[config.mk]
export PLATFORM = sky130hd
export DESIGN_NAME = ip_sound_write_queue
export DESIGN_NICKNAME = d
export VERILOG_FILES = /design/src/rtl/ip_sound_write_queue.sv
export SDC_FILE = /design/constraint.sdc
export NUM_CORES = 1
export LEC_CHECK = 0
export ABC_AREA = 1
export ABC_CLOCK_PERIOD_IN_PS = 4700
export CAP_MARGIN = 40
export CORE_MARGIN = 2
export CORE_UTILIZATION = 60
export CTS_BUF_LIST = sky130_fd_sc_hd__clkbuf_8
export CTS_CLUSTER_SIZE = 14
export DETAILED_ROUTE_END_ITERATION = 12
export PLACE_DENSITY = 0.81
export SYNTH_ARGS = -nofsm -noshare
export SYNTH_HDL_FRONTEND = slang
export SYNTH_SLANG_ARGS = --single-unit
[constraint.sdc]
create_clock -name clk -period 4.7 [get_ports clk]
set_clock_uncertainty 0.2 [all_clocks]
set_input_delay 0.47 -clock clk [delete_from_list [all_inputs] [get_ports clk]]
set_output_delay 0.47 -clock clk [all_outputs]
set_load 0.005 [all_outputs]
[src/rtl/ip_sound_write_queue.sv]
// Sound-chip write queue: decodes bus writes into a FIFO and replays them
// to the chips at a rate set by the chip master clock enable.
module ip_sound_write_queue #(
   parameter int         NUM_CHIPS       = 1,
   parameter int         FIFO_DEPTH_LOG2 = 3,
   parameter int         ADDR_WAIT       = 12,
   parameter int         DATA_WAIT       = 84,
   parameter logic [7:0] IO_BASE         = 8'h7C,
   parameter int         MEM_DECODE      = 1
) (
   input  logic                       clk,
   input  logic                       reset,
   input  logic                       mclk_en,
   input  logic                       bus_valid,
   input  logic                       bus_ioreq,
   input  logic                       bus_sltsl,
   input  logic [15:0]                bus_address,
   input  logic [7:0]                 bus_wdata,
   output logic                       out_wr,
   output logic [1:0]                 out_chip,
   output logic                       out_a0,
   output logic [7:0]                 out_data,
   output logic                       busy,
   output logic                       overflow,
   output logic [FIFO_DEPTH_LOG2:0]   fifo_level
);

   localparam int DEPTH = 1 << FIFO_DEPTH_LOG2;
   localparam int AW    = FIFO_DEPTH_LOG2;
   localparam int LW    = FIFO_DEPTH_LOG2 + 1;
   localparam int WMAX  = (ADDR_WAIT > DATA_WAIT) ? ADDR_WAIT : DATA_WAIT;
   localparam int CW    = (WMAX < 1) ? 1 : $clog2(WMAX + 1);

   typedef enum logic [1:0] {
      S_IDLE,
      S_ISSUE,
      S_WAIT
   } state_t;

   // ---------------- bus decode ----------------
   logic [7:0]  w_io_off;
   logic        w_io_hit;
   logic        w_mem_cyc;
   logic        w_mem_data;
   logic        w_mem_en_wr;
   logic        w_push_req;
   logic [10:0] w_push_ent;
   logic        r_enable;

   assign w_io_off    = bus_address[7:0] - IO_BASE;
   assign w_io_hit    = bus_valid & bus_ioreq &
                        (w_io_off < 8'(2 * NUM_CHIPS));
   assign w_mem_cyc   = (MEM_DECODE != 0) & bus_valid & bus_sltsl;
   assign w_mem_data  = w_mem_cyc & r_enable &
                        (bus_address[15:1] == 15'h3FFA);
   assign w_mem_en_wr = w_mem_cyc & (bus_address == 16'h7FF6);
   assign w_push_req  = w_io_hit | w_mem_data;
   assign w_push_ent  = w_io_hit ?
                        {w_io_off[2:1], w_io_off[0], bus_wdata} :
                        {2'b00, bus_address[0], bus_wdata};

   // Decoded write is staged one clk before it reaches the FIFO
   logic        r_stg_vld;
   logic [10:0] r_stg_ent;

   always_ff @(posedge clk) begin
      if (reset) begin
         r_stg_vld <= 1'b0;
         r_stg_ent <= '0;
         r_enable  <= 1'b0;
      end else begin
         r_stg_vld <= w_push_req;
         r_stg_ent <= w_push_ent;
         if (w_mem_en_wr)
            r_enable <= bus_wdata[0];
      end
   end

   // ---------------- FIFO ----------------
   logic [10:0]   r_mem [DEPTH];
   logic [AW-1:0] r_wptr;
   logic [AW-1:0] r_rptr;
   logic [LW-1:0] r_count;
   logic          r_ovf;
   logic          w_full;
   logic          w_empty;
   logic          w_push;
   logic          w_pop;
   logic [10:0]   w_head;

   assign w_full  = (r_count == LW'(DEPTH));
   assign w_empty = (r_count == '0);
   assign w_push  = r_stg_vld & ~w_full;
   assign w_head  = r_mem[r_rptr];

   always_ff @(posedge clk) begin
      if (w_push)
         r_mem[r_wptr] <= r_stg_ent;
   end

   always_ff @(posedge clk) begin
      if (reset) begin
         r_wptr  <= '0;
         r_rptr  <= '0;
         r_count <= '0;
         r_ovf   <= 1'b0;
      end else begin
         if (w_push)
            r_wptr <= r_wptr + 1'b1;
         if (w_pop)
            r_rptr <= r_rptr + 1'b1;
         unique case ({w_push, w_pop})
            2'b10:   r_count <= r_count + 1'b1;
            2'b01:   r_count <= r_count - 1'b1;
            default: r_count <= r_count;
         endcase
         if (r_stg_vld & w_full)
            r_ovf <= 1'b1;
      end
   end

   // ---------------- scheduler ----------------
   state_t        r_state;
   state_t        w_state_nxt;
   logic [CW-1:0] r_cnt;
   logic [CW-1:0] w_cnt_nxt;
   logic [CW-1:0] w_wait;
   logic [1:0]    r_out_chip;
   logic          r_out_a0;
   logic [7:0]    r_out_data;

   assign w_wait = r_out_a0 ? CW'(DATA_WAIT) : CW'(ADDR_WAIT);

   always_comb begin
      w_state_nxt = r_state;
      w_cnt_nxt   = r_cnt;
      w_pop       = 1'b0;
      unique case (r_state)
         S_IDLE: begin
            if (mclk_en && !w_empty) begin
               w_pop       = 1'b1;
               w_state_nxt = S_ISSUE;
            end
         end
         S_ISSUE: begin
            w_cnt_nxt   = w_wait;
            w_state_nxt = (w_wait == '0) ? S_IDLE : S_WAIT;
         end
         S_WAIT: begin
            if (mclk_en) begin
               w_cnt_nxt = r_cnt - 1'b1;
               if (r_cnt == CW'(1))
                  w_state_nxt = S_IDLE;
            end
         end
         default: begin
            w_state_nxt = S_IDLE;
            w_cnt_nxt   = '0;
         end
      endcase
   end

   always_ff @(posedge clk) begin
      if (reset) begin
         r_state    <= S_IDLE;
         r_cnt      <= '0;
         r_out_chip <= '0;
         r_out_a0   <= 1'b0;
         r_out_data <= '0;
      end else begin
         r_state <= w_state_nxt;
         r_cnt   <= w_cnt_nxt;
         if (w_pop) begin
            r_out_chip <= w_head[10:9];
            r_out_a0   <= w_head[8];
            r_out_data <= w_head[7:0];
         end
      end
   end

   assign out_wr     = (r_state == S_ISSUE);
   assign out_chip   = r_out_chip;
   assign out_a0     = r_out_a0;
   assign out_data   = r_out_data;
   assign busy       = ~w_empty | (r_state != S_IDLE);
   assign overflow   = r_ovf;
   assign fifo_level = r_count;

endmodule
==> implementation parameters <==
Parameter                              Value

STA
  Final critical-path share of the clock period    a little over half
  Final critical delay including setup and external delays    2.56 ns
  Relative slew slack    between 50% and 60%
  Final hold viol count    0
  Final setup violating endpoints    0
  Fin. max-slew vios    0
  Accumulated negative setup slack    0 ns
  Setup repair after global routing missed its margin    false
  Highest clock rate    about 390 MHz
  Slew @ Worst Pin    roughly 0.70 ns

Clock tree
  Clk sinks    132
  Setup bufs post-CTS    0
  Cts-stage hold buffer count    0
  CTS H-tree depth    4
  Post-cts repair resize count    0
  Clock-pin slew of the registers on the worst-case setup and hold paths    ~0.080 ns
  Clock tree from TritonCTS    built
  Clk_lat worst skew    0.44 ns
  Total clock buffers created by CTS    17
  Max Buffers Root-to-Sink    2
  Cell at the root of the clock tree    sky130_fd_sc_hd__clkbuf_8

Global routing
  Via count of the first global-routing pass    around 4.1k
  Total congestion overflow    0
  All-layer global routing usage    between 20% and 30%
  Maximum number of pins on one net before global-route repair    47
  Initial antenna violation count    0
  First-pass GRT wire length    19.7 mm

Worst setup path
  Worst path top cell family by delay    adder cells
  Type of the worst setup path    flop to flop
  Worst Setup End Kind    flop
  Worst-path cell with the longest stage delay    sky130_fd_sc_hd__dfxtp_1
  WP data required    around 4.8 ns
  Crit path largest cell delay    about 0.33 ns
  Crit path max fanout    14
  Buffers and inverters on the worst path    4
  CP startpoint kind    flop
  WP data arrival    about 2.7 ns
  Critical-path cell list    inv_1, ha_1, inv_2, nor2_8, ha_1, nand2_1, inv_1, nor2_2, ha_1, a21oi_1, xnor2_1, o21ai_0, inv_1

Power and ir drop
  Static leakage power    approximately 2.5 nW
  Sequential cell fraction of total power    a little over two fifths
  Clk network pwr share    between 30% and 40%
  Max IR drop VDD    ~0.32 mV
  Cell internal pwr    roughly 2.2 mW
  Switching power summed over all nets    about 1.0 mW
  Switching fraction of total power    a little under a third
  Power share of the combinational group    around 26%
  Power density over cell area    496 nW/um^2

Run
  Max cap viols    0

Cells and area
  Antenna fix cells    0
  Number of filler instances in the final layout    632
  Area Overhead vs Synth    18.3%
  Fraction of the core area covered by cells at the end of the flow    72.2%
  Storage element area    roughly 3500 um^2
  NumNets Final    around 650
  Area taken by multi-input logic gates    ~1800 um^2
  Share of cells above drive strength 1    between 10% and 20%

Floorplanning
  Row count    35
  Vertical die dimension    about 100 um
  Area of the die    10,100 um^2
  I/O pin count    48
  Starting utilization of the core area    between 60% and 70%
  Horiz. Die Dim    ~100 um
  Placeable core region    just over 9000 um^2

Synthesis
  Number of library cell types mapped by synthesis    39
  Cell type with the largest total area after synthesis    sky130_fd_sc_hd__edfxtp_1
  Proportion of synthesized chip area in sequential cells    63.1%
  Share of Yosys cell area claimed by the top area cell type    around 47%
  Mean Syn Cell Area    about 10 um^2
  Share of synthesized flip-flops with an asynchronous set or reset    0%
  Number of standard cells after synthesis    between 500 and 600
  Leading post-synthesis cells by cell area    sky130_fd_sc_hd__edfxtp_1 47%, sky130_fd_sc_hd__dfxtp_1 16%, sky130_fd_sc_hd__nor2_1 8.5%
  Top post-synthesis cells by count    127 x sky130_fd_sc_hd__nor2_1, 88 x sky130_fd_sc_hd__edfxtp_1, 50 x sky130_fd_sc_hd__nand2_1, 44 x sky130_fd_sc_hd__dfxtp_1, 44 x sky130_fd_sc_hd__nand3_1
  Total number of yosys warnings    0
  EDFF count, synth    88
  Post-synth top flop    sky130_fd_sc_hd__edfxtp_1
  Most frequently used cell type in the post-synthesis netlist    sky130_fd_sc_hd__nor2_1
  Flops & latches, synth    approximately 130
  Cell area after synthesis    5580 um^2

Run status
  Outcome    finished, final reports clean

Route
  Antenna Violating Nets Remaining    0
  DR DRC count    0
  Detailed-router iteration count before antenna repair    5
  Detail-routed via count per cell    between 5 and 6
  Overall routed net length    approximately 12 mm
  Detailed Route Iter0 Violations    454
  Routed length per placed instance    16.9 um
  Total via count after detailed routing    just over 4k

Placement
  Weighted congestion reported at the end of routability-driven placement    around 0.84
  # port buffers    47
  Half-perimeter wire length after placement    7.43 mm

Hold path
  Classification of the worst-slack hold path    flop to flop
worst min-delay path: cells and delay by family, from the launching register on:
kind	cells	cell delay, ns
buf+inv	1	0.05
flops	1	0.32
compound gates	1	0.05
state kept, by name, summed over array words and instances, names as in the netlist:
name and cells:
fifo_level 4, out_a0 1, out_chip 2, out_data 8, overflow 1, r_cnt 7
r_enable 1, r_mem 88, r_rptr 3, r_state 2, r_stg_ent 11, r_stg_vld 1
r_wptr 3
placed cells by master, fill, tap and decap left out, drive strengths merged:
master	Yosys	routed
buf	11	11
nor2	131	131
nand2	60	60
nand3b	1	1
a31oi	2	2
a21oi	26	26
clkdlybuf4s50	0	47
xnor2	2	2
nand3	45	45
o211ai	1	1
a2bb2oi	1	1
edfxtp	88	88
a211oi	1	1
clkbuf	10	17
bufinv	0	5
xor2	2	2
nor3	5	5
and3	2	2
clkinvlp	0	2
clkinv	0	6
inv	45	47
nand4	7	7
dfxtp	44	44
nor4	1	1
o21ai	56	56
conb	1	2
ha	11	11
power groups by stage:
stage / clock (mW) / sequential [mW] / combinational [mW]
global placement: 0 / 1.39 / 0.799
global route: 1.11 / 1.37 / 0.951
finish: 1.06 / 1.37 / 0.850
detailed placement: 0 / 1.39 / 0.828
floorplan: 0 / 1.37 / 0.617
CTS: 1.07 / 1.36 / 0.848
routing by layer:
metal	track usage, %	share of wire (%)	routed length, um	up-vias
li1	-	-	-	1978
met1	33.6	40	4960	1940
met2	42.1	50	6230	203
met3	6.93	8.2	1020	26
met4	10.2	1.5	191	0
met5	0	0	0	-
through the flow:
stage	hold WS (ns)	power, mW	std cells	area, um^2	setup slack, ns
6_report	0.267	3.28	734	6610	2.14
3_3_place_gp	0.239	2.18	699	6130	1.97
2_1_floorplan	0.247	1.98	554	5590	2.51
4_1_cts	0.263	3.28	734	6610	2.16
5_1_grt	0.292	3.44	734	6610	1.93
3_5_place_dp	0.249	2.22	702	6160	1.92
worst paths after layout:
| kind | from | to | slack, ns | cells after the start |
|---|---|---|---|---|
| worst max-delay path | r_state[0] | fifo_level[2] | 2.14 | 13 |
| worst min-delay path | overflow | overflow | 0.27 | 2 |
| worst max register to register | r_state[0] | fifo_level[2] | 2.14 | 13 |
| worst min register to register | overflow | overflow | 0.27 | 2 |
layout make-up:
| class | count | share of cell area [%] |
|---|---|---|
| multi-input cells | 356 | 26.8 |
| repair buffers | 58 | 8.43 |
| inverters | 45 | 2.59 |
| flip-flops and latches | 132 | 53.3 |
| clock inverters | 15 | 3.22 |
| well taps | 111 | 2.10 |
| clock buffers | 17 | 3.54 |
cell families (layout without fill, tap and decap cells):
kind of cell / count (synthesis) / after routing / share of synthesized area [%]
DFF: 132 / 132 / 63.1
other: 1 / 2 / 0.0672
xor gates and xnor gates: 4 / 4 / 0.627
buffers and inverters: 66 / 135 / 5.29
adders and majority gates: 11 / 11 / 2.46
and+or+nand+nor: 252 / 252 / 20.0
AOI/OAI and AO/OA: 87 / 87 / 8.47
Note: power is estimated with default switching activity, not from simulation.
